File: src/rtl/video_pkg.sv
// video_pkg: shared scanline mode codes and blank/sync bit positions
package video_pkg;
  localparam logic [1:0] SL_OFF = 2'd0;
  localparam logic [1:0] SL_75  = 2'd1;
  localparam logic [1:0] SL_50  = 2'd2;
  localparam logic [1:0] SL_25  = 2'd3;
  localparam int HB = 0;
  localparam int VB = 1;
  localparam int HS = 0;
  localparam int VS = 1;
endpackage

File: src/rtl/scanline_dim.sv
// scanline_dim: combinational per-channel scanline scaler
//   c_i    in  CW  channel value
//   mode_i in  2   scanline intensity code
//   dim_i  in  1   this pixel lies on a darkened line
//   c_o    out CW  scaled channel value
module scanline_dim
  import video_pkg::*;
#(
  parameter int CW = 6
) (
  input  logic [CW-1:0] c_i,
  input  logic [1:0]    mode_i,
  input  logic          dim_i,
  output logic [CW-1:0] c_o
);
  // Each shift truncates on its own, so mode 1 is (c>>1)+(c>>2), never above 0.75*max.
  always_comb
    c_o = !dim_i            ? c_i :
          mode_i == SL_75   ? (c_i >> 1) + (c_i >> 2) :
          mode_i == SL_50   ? c_i >> 1 :
          mode_i == SL_25   ? c_i >> 2 :
          c_i;
endmodule

File: src/rtl/scanline_filter.sv
// scanline_filter: post-scandoubler stage darkening alternate lines (CRT scanline look)
//   clock   in  1     system clock
//   reset   in  1     asynchronous active-high reset
//   ce      in  1     pixel clock enable
//   enable  in  1     scandoubler active; 0 forces mode off
//   mode    in  2     0 off, 1 75%, 2 50%, 3 25%
//   iblank  in  2     {vblank, hblank}
//   isync   in  2     {vsync, hsync}
//   irgb    in  RGBW  pixel, R in MSBs
//   oblank  out 2     blank delayed 2 ce cycles
//   osync   out 2     sync delayed 2 ce cycles
//   orgb    out RGBW  filtered pixel, 0 while blanked
// Optional: define SCANLINE_ALT_FIELD_EN to alternate the darkened parity every frame.
module scanline_filter
  import video_pkg::*;
#(
  parameter int RGBW = 18
) (
  input  logic            clock,
  input  logic            reset,
  input  logic            ce,
  input  logic            enable,
  input  logic [1:0]      mode,
  input  logic [1:0]      iblank,
  input  logic [1:0]      isync,
  input  logic [RGBW-1:0] irgb,
  output logic [1:0]      oblank,
  output logic [1:0]      osync,
  output logic [RGBW-1:0] orgb
);
  localparam int CW = RGBW / 3;
  logic            hs_prev_q, vs_prev_q, hs_rise, vs_rise;
  logic            line_q, line_d, s1_line_q, dim;
  logic [1:0]      mode_q, mode_d, s1_blank_q, s1_sync_q;
  logic [RGBW-1:0] s1_rgb_q, dim_rgb, rgb_d;
  assign hs_rise = isync[HS] & ~hs_prev_q;
  assign vs_rise = isync[VS] & ~vs_prev_q;
`ifdef SCANLINE_ALT_FIELD_EN
  logic field_q, field_d;
  assign field_d = vs_rise ? ~field_q : field_q;
  always_ff @(posedge clock or posedge reset)
    if (reset) field_q <= 1'b0;
    else if (ce) field_q <= field_d;
  // A new frame starts on the freshly toggled field, so darkened parity flips per frame.
  assign line_d = vs_rise ? field_d : hs_rise ? ~line_q : line_q;
`else
  assign line_d = vs_rise ? 1'b0 : hs_rise ? ~line_q : line_q;
`endif
  // Mode only changes at frame start, except that dropping enable turns dimming off at once.
  assign mode_d = !enable ? SL_OFF : vs_rise ? mode : mode_q;
  assign dim    = s1_line_q & (mode_q != SL_OFF);
  for (genvar g = 0; g < 3; g++) begin : g_ch
    scanline_dim #(.CW(CW)) u_dim (
      .c_i   (s1_rgb_q[g*CW +: CW]),
      .mode_i(mode_q),
      .dim_i (dim),
      .c_o   (dim_rgb[g*CW +: CW])
    );
  end
  assign rgb_d = (s1_blank_q[HB] | s1_blank_q[VB]) ? '0 : dim_rgb;
  always_ff @(posedge clock or posedge reset)
    if (reset) begin
      hs_prev_q  <= 1'b0;
      vs_prev_q  <= 1'b0;
      line_q     <= 1'b0;
      mode_q     <= SL_OFF;
      s1_line_q  <= 1'b0;
      s1_blank_q <= 2'b11;
      s1_sync_q  <= 2'b00;
      s1_rgb_q   <= '0;
      oblank     <= 2'b11;
      osync      <= 2'b00;
      orgb       <= '0;
    end else if (ce) begin
      hs_prev_q  <= isync[HS];
      vs_prev_q  <= isync[VS];
      line_q     <= line_d;
      mode_q     <= mode_d;
      s1_line_q  <= line_d;
      s1_blank_q <= iblank;
      s1_sync_q  <= isync;
      s1_rgb_q   <= irgb;
      oblank     <= s1_blank_q;
      osync      <= s1_sync_q;
      orgb       <= rgb_d;
    end
endmodule

File: config.mk
export PLATFORM = sky130hd
export DESIGN_NAME = scanline_filter
export DESIGN_NICKNAME = d
export VERILOG_FILES = /design/src/rtl/video_pkg.sv /design/src/rtl/scanline_dim.sv /design/src/rtl/scanline_filter.sv
export SDC_FILE = /design/constraint.sdc
export NUM_CORES = 1
export LEC_CHECK = 0
export ABC_AREA = 1
export CAP_MARGIN = 5
export CORE_ASPECT_RATIO = 0.8
export CORE_UTILIZATION = 53
export CTS_CLUSTER_DIAMETER = 30
export DETAILED_ROUTE_END_ITERATION = 10
export GPL_TIMING_DRIVEN = 0
export MAX_ROUTING_LAYER = met4
export PLACE_DENSITY = 0.81
export SETUP_SLACK_MARGIN = 0.3
export SLEW_MARGIN = 25
export SYNTH_ARGS = -nofsm -noshare
export SYNTH_HDL_FRONTEND = slang
export SYNTH_SLANG_ARGS = --single-unit
File: constraint.sdc
create_clock -name clock -period 1.8 [get_ports clock]
set_input_delay 0.54 -clock clock [delete_from_list [all_inputs] [get_ports clock]]
set_output_delay 0.54 -clock clock [all_outputs]
set_load 0.01 [all_outputs]
==> results of run 1 <==
synth_stat cells:
master / count / area share, %
nand2_1: 121 / 16
dfrtp_1: 43 / 39
o21ai_0: 39 / 7.1
inv_1: 36 / 4.9
nand3_1: 21 / 3.8
nor2_1: 18 / 2.4
ha_1: 15 / 6.8
a21oi_1: 11 / 2.0
a21oi_2: 10 / 3.2
o22ai_1: 9 / 2.0
o21ai_1: 6 / 1.1
buf_2: 5 / 0.91
clkbuf_1: 4 / 0.54
dfstp_2: 4 / 3.8
inv_2: 4 / 0.54
a31oi_1: 3 / 0.68
fa_1: 3 / 2.2
buf_4: 2 / 0.54
buf_6: 2 / 0.82
nand2_2: 2 / 0.45
nor2_2: 1 / 0.23
o211ai_1: 1 / 0.27
xor2_1: 1 / 0.32
final timing paths:
path,from,to,cells past startpoint
max,s1_rgb_q[14]$_DFFE_PP0P_,orgb[16]$_DFFE_PP0P_,10
min,s1_blank_q[0]$_DFFE_PP1P_,s1_blank_q[0]$_DFFE_PP1P_,2
max reg2reg,s1_rgb_q[14]$_DFFE_PP0P_,orgb[16]$_DFFE_PP0P_,10
min reg2reg,s1_blank_q[0]$_DFFE_PP1P_,s1_blank_q[0]$_DFFE_PP1P_,2
max in group asynchronous,reset,s1_blank_q[1]$_DFFE_PP1P_,3
min in group asynchronous,reset,vs_prev_q$_DFFE_PP0P_,2
final cells by class:
cell class	count	area (um^2)	area share (%)
clock inverters	1	5.00	0.135
clock buffers	7	86.3	2.32
repair buffers	68	583	15.7
plain buffers	13	80.1	2.16
well taps	62	77.6	2.09
inverters	40	154	4.14
flip-flops and latches	47	1190	32.1
multi-input cells	261	1540	41.4
critical path: cells and delay by family, from the launching register on:
| family | cells | cell delay, ns |
|---|---|---|
| AND/OR/NAND/NOR | 7 | 0.48 |
| buffers and inverters | 1 | 0.14 |
| adder cells (fa/ha/maj) | 1 | 0.39 |
| flip-flops | 1 | 0.45 |
| AO/OA/AOI/OAI | 1 | 0.08 |
cell families (layout without fill, tap and decap cells):
family	count (synthesis)	after routing	share of synthesized area (%)
and+or+nand+nor	163	163	23.4
AOI/OAI and AO/OA	79	79	16.3
buffers and inverters	53	129	8.25
adders and majority gates	18	18	8.97
DFF	47	47	42.8
xor gates and xnor gates	1	1	0.317
repair_timing:
action                     4_1_cts  5_1_grt
pin swaps                       10       19
gates resized for setup         61       49
setup endpoints to repair       37       37
buffers inserted                11        8
placed cells by master (no fill, tap or decap), drive strengths merged, types with 9 or more instances in the layout:
cell type	Yosys	routed
nand2	123	123
nor2	19	19
buf	9	30
o22ai	9	9
a21oi	21	21
o21ai	45	45
inv	40	39
dfrtp	43	43
clkdlybuf4s50	0	26
ha	15	15
clkbuf	4	29
nand3	21	21
power groups by stage:
stage	registers (mW)	logic [mW]	clock network [mW]
after floorplan	1.30	0.423	0
after detailed placement	1.30	0.737	0
after global routing	1.30	0.966	0.731
final	1.28	0.877	0.671
after global placement	1.30	0.708	0
after CTS	1.27	0.772	0.679
sequential cells by signal, indices dropped and copies added (netlist names):
| register | cells |
|---|---|
| mode_q | 2 |
| oblank | 2 |
| orgb | 18 |
| osync | 2 |
| s1_blank_q | 2 |
| s1_line_q | 1 |
| s1_rgb_q | 18 |
| s1_sync_q | 1 |
| vs_prev_q | 1 |
per-layer routing:
layer	vias to the layer above	GRT usage, %
met1	1352	40.6
met3	21	6.58
li1	1320	-
met4	0	11.0
met2	115	45.3
met5	-	-
through the flow:
step           setup TNS (ns)  util [%]  area (um^2)
2_1_floorplan               0         -         2820
6_report                    0      74.2         3710
3_3_place_gp                0      67.5         3380
4_1_cts                     0      71.6         3580
5_1_grt                     0      74.2         3710
3_5_place_dp          -0.0316      67.5         3380
==> results by group, run 1 <==
Status
  • Outcome: completed

Place
  • Pre-CTS WS: -0.0116 ns
  • Port Buf Inserts: 48
  • Placed cells: 471
  • Gpl congestion: ~0.9
  • HPWL after DPL: 5040 um

Route
  • Length of routed met2 wiring: 3760 um
  • 1st-pass router iterations: 6
  • WL met3: 554 um
  • WL/cell: ~16 um
  • Uppermost layer routed: met4
  • DRC viols: 0
  • Post-route ant nets: 0
  • Via Count: 2808
  • Initial DRC count: between 200 and 300
  • Final WL: approximately 8000 um
  • Post-Route M1 WL: about 3400 um
  • Vias per inst: approximately 5.6

Power
  • Pwr Total: 2.83 mW
  • Clock share of power: a little under a quarter
  • Internal power: 1.88 mW
  • Sequential share of power: 45.3%
  • Leak: between 1.5 and 2 nW
  • VDD IR max: 0.452 mV
  • Logic pwr share: a little under a third
  • Sw Share: 33.6%
  • Power Density: 762 mW/mm^2
  • Switching pwr: 950 uW

Floorplanning
  • I/O pin count: 50
  • Initial core utilization: between 50% and 60%
  • Die width: approximately 83 um
  • Die Y: between 60 and 70 um
  • Area of the die: around 0.0055 mm^2
  • Row cnt: 23
  • Core Area: between 0.005 and 0.006 mm^2

Clock tree
  • Sinks on Clock Net: 47
  • H-tree depth: 2
  • Root buffer cell: clkbuf_8
  • Insertion delay of the later-clocked pin in the worst-skew pair: 0.31 ns
  • Post-CTS Hold Buffers: 0
  • CTS tree: done
  • CTS clock-pin slew for the worst setup and hold paths: 0.09 ns
  • Max Root-Sink Buffers: 2
  • CTS buffer count: 5

STA
  • Final worst-path cycle share: 91.5%
  • Worst-Margin Slew: 0.625 ns
  • Slew HR: 58.4%
  • Max-slew violations: 0
  • RSZ-0062 raised after global routing: yes
  • Final Hold Fails: 0
  • Tmin final: about 1.6 ns
  • Worst-case hold slack: 0.482 ns
  • Final WS setup: 0.153 ns
  • Setup Skew: 0.00448 ns
  • FMAX: 607 MHz
  • Finish-stage setup viols: 0

Run
  • Max Cap Viol: 0

Cells and area
  • Fill count: 381
  • Syn-to-layout area delta: 34.5%
  • N_diodes: 0
  • Post-Layout Cell Count: approximately 500
  • Layout cells sized above 1: 26.5%
  • Layout Nets: 482

Synthesis
  • Sequential area share after synthesis: 42.8%
  • Post-synthesis cell area: roughly 0.0028 mm^2
  • Post-Syn Instances: 361
  • Yosys warnings: 0
  • Syn_area_per_cell: 7.65 um^2
  • Synth unique cells: 23
  • Post-Synthesis Net Count: between 400 and 500
  • FF+latch count, synth: 47

Critical path
  • Crit path max fanout: 3
  • CP required: 2.01 ns
  • CP max-delay cell: dfrtp_2
  • Critical Path AT: 1.85 ns
  • Setup crit start kind: flop
  • CP max stage delay: 0.45 ns
  • Crit-path most repeated cell: nand2_1
  • Crit path capture type: flop
  • CP Class: flop to flop
  • Setup slack, reg-to-reg: 0.15 ns
  • CP cell instances: buf_6 -> fa_2 -> nand2_2 -> nand2_2 -> o21ai_1 -> nand2_1 -> nand3_1 -> nand2_1 -> nand2_1 -> nand2_1

GRT
  • Grt ovf: 0
  • Initial antenna violation count: 0
  • Overall Global Routing Usage: 30.4%
  • Largest net degree at the start of global routing: 48
  • First-pass GRT wire length: 11800 um
  • Via count of the first global-routing pass: 2499

Worst hold path
  • Worst hold path class: flop to flop
Note: power is estimated with default switching activity, not from simulation.
==> run 2: changes to the inputs <==
--- a/config.mk
+++ b/config.mk
@@ -9,9 +9,11 @@
 export CAP_MARGIN = 5
 export CORE_ASPECT_RATIO = 0.8
 export CORE_UTILIZATION = 53
+export CTS_BUF_LIST = sky130_fd_sc_hd__clkbuf_4 sky130_fd_sc_hd__clkbuf_8 sky130_fd_sc_hd__clkbuf_16
 export CTS_CLUSTER_DIAMETER = 30
 export DETAILED_ROUTE_END_ITERATION = 10
 export GPL_TIMING_DRIVEN = 0
+export HOLD_SLACK_MARGIN = 0.1
 export MAX_ROUTING_LAYER = met4
 export PLACE_DENSITY = 0.81
 export SETUP_SLACK_MARGIN = 0.3
==> run 2 against run 1 <==
Compared with the run above: wire length rose by 1.8%; via count shrank 0.61%; register-to-register slack is essentially flat; maximum frequency down 0.28%; hold slack improved by 0.0024 ns; worst setup slack lost 0.0046 ns; first-iteration DRC count grew 10%; count of clock-buffer cells in the layout is the same; critical path depth did not move; critical path type unchanged; critical endpoint unchanged; highest routed layer unchanged.
==> results by group, run 2 (synthesis results as in run 1) <==
Place
  • Port Buf Inserts: 48 (unchanged)
  • Gpl congestion: 0.914 (unchanged)
  • HPWL after DPL: 5040 um (unchanged)
  • Placed cells: 471 (unchanged)

Power
  • Power Density: 764 mW/mm^2 (+0.37%)
  • Clock share of power: 23.9% (+0.2 points)
  • Internal power: 1.91 mW (+1.4%)
  • Leak: 1.81 nW (+0.25%)
  • VDD IR max: 0.493 mV (+9.1%)
  • Pwr Total: 2.87 mW (+1.5%)
  • Sw Share: 33.7% (+0.076 points)
  • Sequential share of power: 44.7% (-0.6 points)
  • Switching pwr: 967 uW (+1.8%)
  • Logic pwr share: 31.3% (+0.3 points)

Floorplanning
  • Area of the die: 0.00550 mm^2 (unchanged)
  • Row cnt: 23 (unchanged)
  • Die width: 82.7 um (unchanged)
  • I/O pin count: 50 (unchanged)
  • Die Y: 66.6 um (unchanged)
  • Initial core utilization: 55.1% (unchanged)
  • Core Area: 0.00501 mm^2 (unchanged)

Clock tree
  • CTS tree: done
  • CTS clock-pin slew for the worst setup and hold paths: 0.09 ns (about the same)
  • Post-CTS Hold Buffers: 0 (unchanged)
  • Insertion delay of the later-clocked pin in the worst-skew pair: 0.31 ns (about the same)
  • Max Root-Sink Buffers: 2 (unchanged)
  • H-tree depth: 2 (unchanged)
  • CTS buffer count: 5 (unchanged)
  • Sinks on Clock Net: 47 (unchanged)
  • Root buffer cell: clkbuf_8

STA
  • RSZ-0062 raised after global routing: yes
  • Final worst-path cycle share: 91.8% (+0.25 points)
  • Slew HR: 57.3% (-1.0 points)
  • Final TNS setup: 0 ns (unchanged)
  • Max-slew violations: 0 (unchanged)
  • Final Hold Fails: 0 (unchanged)
  • Finish-stage setup viols: 0 (unchanged)
  • Worst-Margin Slew: 0.640 ns (+0.0155 ns)
  • Tmin final: 1.65 ns (+0.00458 ns)
  • Setup Skew: 0.00477 ns (+0.000291 ns)
  • FMAX: 605 MHz (-0.28%)

GRT
  • Via count of the first global-routing pass: 2504 (+0.20%)
  • Overall Global Routing Usage: 30.3% (about the same)
  • Grt ovf: 0 (unchanged)
  • Initial antenna violation count: 0 (unchanged)
  • Largest net degree at the start of global routing: 48 (unchanged)
  • First-pass GRT wire length: 11800 um (about the same)

Critical path
  • CP Class: flop to flop
  • CP required: 2.01 ns (about the same)
  • R2r startpoint: s1_rgb_q[14]$_DFFE_PP0P_
  • Critical Path AT: 1.86 ns (about the same)
  • Depth of the worst register-to-register path: 10 (unchanged)
  • Crit path capture type: flop
  • Crit path max fanout: 3 (unchanged)
  • Worst reg2reg endpoint: orgb[16]$_DFFE_PP0P_
  • Crit. Startpoint: s1_rgb_q[14]$_DFFE_PP0P_
  • Setup slack, reg-to-reg: 0.15 ns (about the same)
  • Setup crit start kind: flop
  • Crit path capture: orgb[16]$_DFFE_PP0P_

Cells and area
  • Syn-to-layout area delta: 36.1%
  • Commonest non-fill, non-tap cell in the layout: nand2_1
  • Layout Nets: 483 (+0.21%)
  • Register area: 0.00119 mm^2 (+0.21%)
  • Post-Layout Cell Count: 500 (+0.20%)
  • Commonest cells after routing, fill and taps aside: 116 x nand2_1, 33 x inv_1, 32 x o21ai_0, 32 x dfrtp_1, 26 x clkdlybuf4s50_1
  • Biggest regs: orgb x18, s1_rgb_q x18
  • Multi-input logic area: 0.00157 mm^2 (+2.1%)
  • N_diodes: 0 (unchanged)
  • Final Util: 75.0% (+0.85 points)
  • Layout cells sized above 1: 28.3% (+1.8 points)
  • Fill count: 373 (-2.1%)

Route
  • Vias per inst: 5.58 (-0.80%)
  • 1st-pass router iterations: 5 (-1)
  • Via Count: 2791 (-0.61%)
  • WL/cell: 16.1 um (+1.6%)
  • Post-route ant nets: 0 (unchanged)
  • Initial DRC count: 307 (+10%)
  • DRC viols: 0 (unchanged)
  • Final WL: 8070 um (+1.8%)

Status
  • Outcome: completed

Run
  • Max Cap Viol: 0 (unchanged)

Worst hold path
  • Worst hold path class: flop to flop
run 2: how the worst min path moves through the flow:
stage | startpoint | to | slack [ns] | depth (start not counted)
2_1_floorplan | vs_prev_q$_DFFE_PP0P_ | vs_prev_q$_DFFE_PP0P_ | 0.44 | 2
3_3_place_gp | s1_blank_q[0]$_DFFE_PP1P_ | s1_blank_q[0]$_DFFE_PP1P_ | 0.45 | 2
3_5_place_dp | s1_blank_q[0]$_DFFE_PP1P_ | s1_blank_q[0]$_DFFE_PP1P_ | 0.47 | 2
4_1_cts | s1_blank_q[0]$_DFFE_PP1P_ | s1_blank_q[0]$_DFFE_PP1P_ | 0.48 | 2
5_1_grt | orgb[1]$_DFFE_PP0P_ | orgb[1]$_DFFE_PP0P_ | 0.51 | 2
6_report | s1_blank_q[0]$_DFFE_PP1P_ | s1_blank_q[0]$_DFFE_PP1P_ | 0.48 | 2
run 2: stage by stage:
step | area, um^2 | setup slack (ns) | hold WS, ns
after floorplan | 2820 | 0.295 | 0.443
final | 3760 | 0.148 | 0.484
after global routing | 3760 | 0.0667 | 0.509
after global placement | 3380 | 0.00979 | 0.453
after detailed placement | 3380 | -0.0116 | 0.468
after CTS | 3590 | 0.173 | 0.481
run 2: critical path, cell delays in order (launching register included):
cell     delay, ns
dfrtp_2       0.45
ha_4          0.19
fa_2          0.36
nand2_2       0.11
nand2_2       0.07
o21ai_2       0.05
nand2_1       0.06
nand3_1       0.07
nand2_1       0.05
nand2_1       0.08
nand2_1       0.05
run 2: power by group through the flow:
stage               logic [mW]  registers [mW]  clock network, mW
floorplan                0.423            1.30                  0
global placement         0.708            1.30                  0
detailed placement       0.737            1.30                  0
CTS                      0.772            1.27              0.694
global route             0.989            1.30              0.746
finish                   0.900            1.29              0.687
run 2: routing by layer:
layer | wire length [um] | share of wire [%] | track usage (%)
met1 | 3470 | 43 | 40.6
met2 | 3910 | 48 | 45.3
met3 | 502 | 6.2 | 6.44
met4 | 192 | 2.4 | 11.0
met5 | 0 | 0 | -
run 2: repair_timing:
item,in CTS,in global routing
setup endpoints to repair,37,37
pin swaps,10,19
resized for setup,61,58
buffers inserted,11,9
run 2: layout make-up:
type | instances | area share, %
timing repair buffer | 69 | 15.6
clock buffer | 7 | 2.40
multi-input combinational | 261 | 41.8
inverter | 40 | 4.10
clock inverter | 1 | 0.133
buffer | 13 | 2.13
sequential | 47 | 31.8
tap | 62 | 2.06
==> run 3: changes to the inputs <==
--- a/config.mk
+++ b/config.mk
@@ -8,14 +8,15 @@
 export ABC_AREA = 1
 export CAP_MARGIN = 5
 export CORE_ASPECT_RATIO = 0.8
-export CORE_UTILIZATION = 53
+export CORE_UTILIZATION = 63
 export CTS_BUF_LIST = sky130_fd_sc_hd__clkbuf_4 sky130_fd_sc_hd__clkbuf_8 sky130_fd_sc_hd__clkbuf_16
 export CTS_CLUSTER_DIAMETER = 30
 export DETAILED_ROUTE_END_ITERATION = 10
+export DONT_BUFFER_PORTS = 1
 export GPL_TIMING_DRIVEN = 0
 export HOLD_SLACK_MARGIN = 0.1
 export MAX_ROUTING_LAYER = met4
-export PLACE_DENSITY = 0.81
+export PLACE_DENSITY = 0.79
 export SETUP_SLACK_MARGIN = 0.3
 export SLEW_MARGIN = 25
 export SYNTH_ARGS = -nofsm -noshare
==> run 3 against run 2 <==
Compared with the run above: total power fell by 6.7%; critical path depth did not move; wire length fell by 9.1%; hold slack got worse by 0.17 ns; maximum frequency barely moved; worst setup slack barely moved; first-iteration DRC count fell by 8.5%; non-clock buffer count fell by 53; core utilization rose by 3.3 points; sequential cell count did not move; die area fell by 15%.
==> results by group, run 3 (synthesis results as in run 1) <==
Clock tree
  • CTS buffer count: 5 (unchanged)
  • Root buffer cell: clkbuf_8
  • Insertion delay of the later-clocked pin in the worst-skew pair: 0.31 ns (about the same)
  • Max Root-Sink Buffers: 2 (unchanged)
  • H-tree depth: 2 (unchanged)
  • Sinks on Clock Net: 47 (unchanged)
  • CTS tree: done
  • CTS clock-pin slew for the worst setup and hold paths: 0.10 ns (about the same)

Cells and area
  • Syn-to-layout area delta: 19.3%
  • Layout cells sized above 1: 25.5% (-2.9 points)
  • N_diodes: 0 (unchanged)
  • Biggest regs: orgb x18, s1_rgb_q x18
  • Fill count: 294 (-21%)
  • Commonest non-fill, non-tap cell in the layout: nand2_1
  • Multi-input logic area: 0.00156 mm^2 (-0.88%)
  • Layout Nets: 430 (-11%)
  • Commonest cells after routing, fill and taps aside: 114 x nand2_1, 33 x dfrtp_1, 32 x o21ai_0, 32 x inv_1, 17 x nor2_1
  • Register area: 0.00119 mm^2 (-0.11%)

Place
  • Pre-CTS WS: 0.177 ns (+0.188 ns)
  • HPWL after DPL: 4500 um (-11%)
  • Port Buf Inserts: 0 (-100%)
  • Gpl congestion: 0.972 (+6.4%)

STA
  • Max-slew violations: 0 (unchanged)
  • Finish-stage setup viols: 0 (unchanged)
  • FMAX: 605 MHz (about the same)
  • Final WS setup: 0.148 ns (-0.000354 ns)
  • Worst-Margin Slew: 0.626 ns (-0.0142 ns)
  • Final worst-path cycle share: 91.8% (about the same)
  • Worst-case hold slack: 0.312 ns (-0.172 ns)
  • Final Hold Fails: 0 (unchanged)
  • Slew HR: 58.3% (+0.95 points)
  • Setup Skew: 0.0103 ns (+0.00554 ns)
  • Final TNS setup: 0 ns (unchanged)
  • RSZ-0062 raised after global routing: yes
  • Tmin final: 1.65 ns (+0.000354 ns)

Floorplanning
  • Initial core utilization: 65.7% (+11 points)
  • Die Y: 61.2 um (-8.0%)
  • Die width: 76.0 um (-8.1%)
  • I/O pin count: 50 (unchanged)
  • Row cnt: 21 (-8.7%)
  • Core Area: 0.00420 mm^2 (-16%)
  • Area of the die: 0.00465 mm^2 (-15%)

Route
  • DRC viols: 0 (unchanged)
  • Initial DRC count: 281 (-8.5%)
  • Final WL: 7330 um (-9.1%)
  • Vias per inst: 5.82 (+4.3%)
  • 1st-pass router iterations: 5 (unchanged)
  • Post-route ant nets: 0 (unchanged)
  • Via Count: 2573 (-7.8%)
  • WL/cell: 16.6 um (+2.8%)

Power
  • Internal power: 1.74 mW (-8.8%)
  • Logic pwr share: 26.6% (-4.7 points)
  • Leak: 1.55 nW (-14%)
  • Sw Share: 35.1% (+1.4 points)
  • VDD IR max: 0.505 mV (+2.5%)
  • Power Density: 814 mW/mm^2 (+6.4%)
  • Clock share of power: 24.3% (+0.4 points)
  • Switching pwr: 941 uW (-2.7%)
  • Sequential share of power: 49.2% (+4.5 points)

GRT
  • Grt ovf: 0 (unchanged)
  • Largest net degree at the start of global routing: 48 (unchanged)
  • Overall Global Routing Usage: 32.1% (+1.8 points)
  • Initial antenna violation count: 0 (unchanged)
  • First-pass GRT wire length: 10900 um (-7.3%)
  • Via count of the first global-routing pass: 2244 (-10%)

Critical path
  • Crit path capture type: flop
  • Crit path max fanout: 3 (unchanged)
  • Setup crit start kind: flop
  • CP required: 2.00 ns (about the same)
  • Critical Path AT: 1.85 ns (about the same)
  • CP Class: flop to flop

Worst hold path
  • Worst hold path class: input port to flop

Status
  • Outcome: completed

Run
  • Max Cap Viol: 0 (unchanged)
run 3: cell types whose count changed in the layout (fill, tap and decap cells not counted), sizes merged:
cell	previous run	this run
buf	32	23
clkbuf	28	10
clkdlybuf4s15	3	0
clkdlybuf4s50	26	0
clkinvlp	1	3
dlygate4sd3	0	1
run 3: area by class of cell:
| class | count | area share (%) |
|---|---|---|
| inverters | 40 | 4.67 |
| repair buffers | 16 | 4.56 |
| clock inverters | 3 | 0.608 |
| plain buffers | 13 | 2.43 |
| well taps | 57 | 2.17 |
| multi-input cells | 261 | 47.2 |
| flip-flops and latches | 47 | 36.2 |
| clock buffers | 5 | 2.09 |
run 3: power by group through the flow:
stage / combinational (mW) / sequential (mW) / clock (mW)
3_5_place_dp: 0.531 / 1.33 / 0
6_report: 0.712 / 1.32 / 0.650
4_1_cts: 0.603 / 1.31 / 0.655
5_1_grt: 0.792 / 1.33 / 0.683
2_1_floorplan: 0.423 / 1.30 / 0
3_3_place_gp: 0.514 / 1.33 / 0
run 3: timing repair:
item	in CTS	in global routing
endpoints found under the setup margin	15	18
gates cloned	0	0
gates resized for setup	21	29
hold endpoints to repair	0	11
hold buffers	0	1
pin swaps	10	20
buffers inserted	8	6
run 3: final timing paths:
| check | cells past startpoint | start | endpoint | slack (ns) |
|---|---|---|---|---|
| max | 10 | s1_rgb_q[8]$_DFFE_PP0P_ | orgb[10]$_DFFE_PP0P_ | 0.15 |
| min | 2 | iblank[0] | s1_blank_q[0]$_DFFE_PP1P_ | 0.31 |
| max reg2reg | 10 | s1_rgb_q[8]$_DFFE_PP0P_ | orgb[10]$_DFFE_PP0P_ | 0.15 |
| min reg2reg | 2 | s1_blank_q[0]$_DFFE_PP1P_ | s1_blank_q[0]$_DFFE_PP1P_ | 0.48 |
| max in group asynchronous | 3 | reset | s1_rgb_q[15]$_DFFE_PP0P_ | 0.64 |
| min in group asynchronous | 2 | reset | s1_rgb_q[4]$_DFFE_PP0P_ | 0.68 |
run 3: critical path, cell delays in order, from the launching register on:
cell	delay, ns
dfrtp_2	0.46
ha_4	0.18
fa_2	0.37
nand3_2	0.11
nand3_1	0.07
nand2_1	0.06
nand3_1	0.06
nand2_1	0.06
nand2_1	0.06
nand2_1	0.06
nand2_1	0.05
run 3: metal layers:
metal / wire (um) / global-route usage, % / vias to the layer above / share of wire (%)
met3: 548 / 5.48 / 16 / 7.5
met4: 99 / 14.0 / 0 / 1.4
met2: 3560 / 50.6 / 114 / 49
met1: 3130 / 41.9 / 1228 / 43
met5: 0 / - / - / 0
li1: - / - / 1215 / -
run 3: through the flow:
| step | util, % | std cells | total power, mW | area, um^2 |
|---|---|---|---|---|
| floorplan | - | 361 | 1.73 | 2820 |
| global placement | 68.9 | 418 | 1.84 | 2900 |
| detailed placement | 68.9 | 418 | 1.86 | 2900 |
| CTS | 74.1 | 434 | 2.57 | 3120 |
| global route | 78.3 | 442 | 2.81 | 3290 |
| finish | 78.3 | 442 | 2.68 | 3290 |
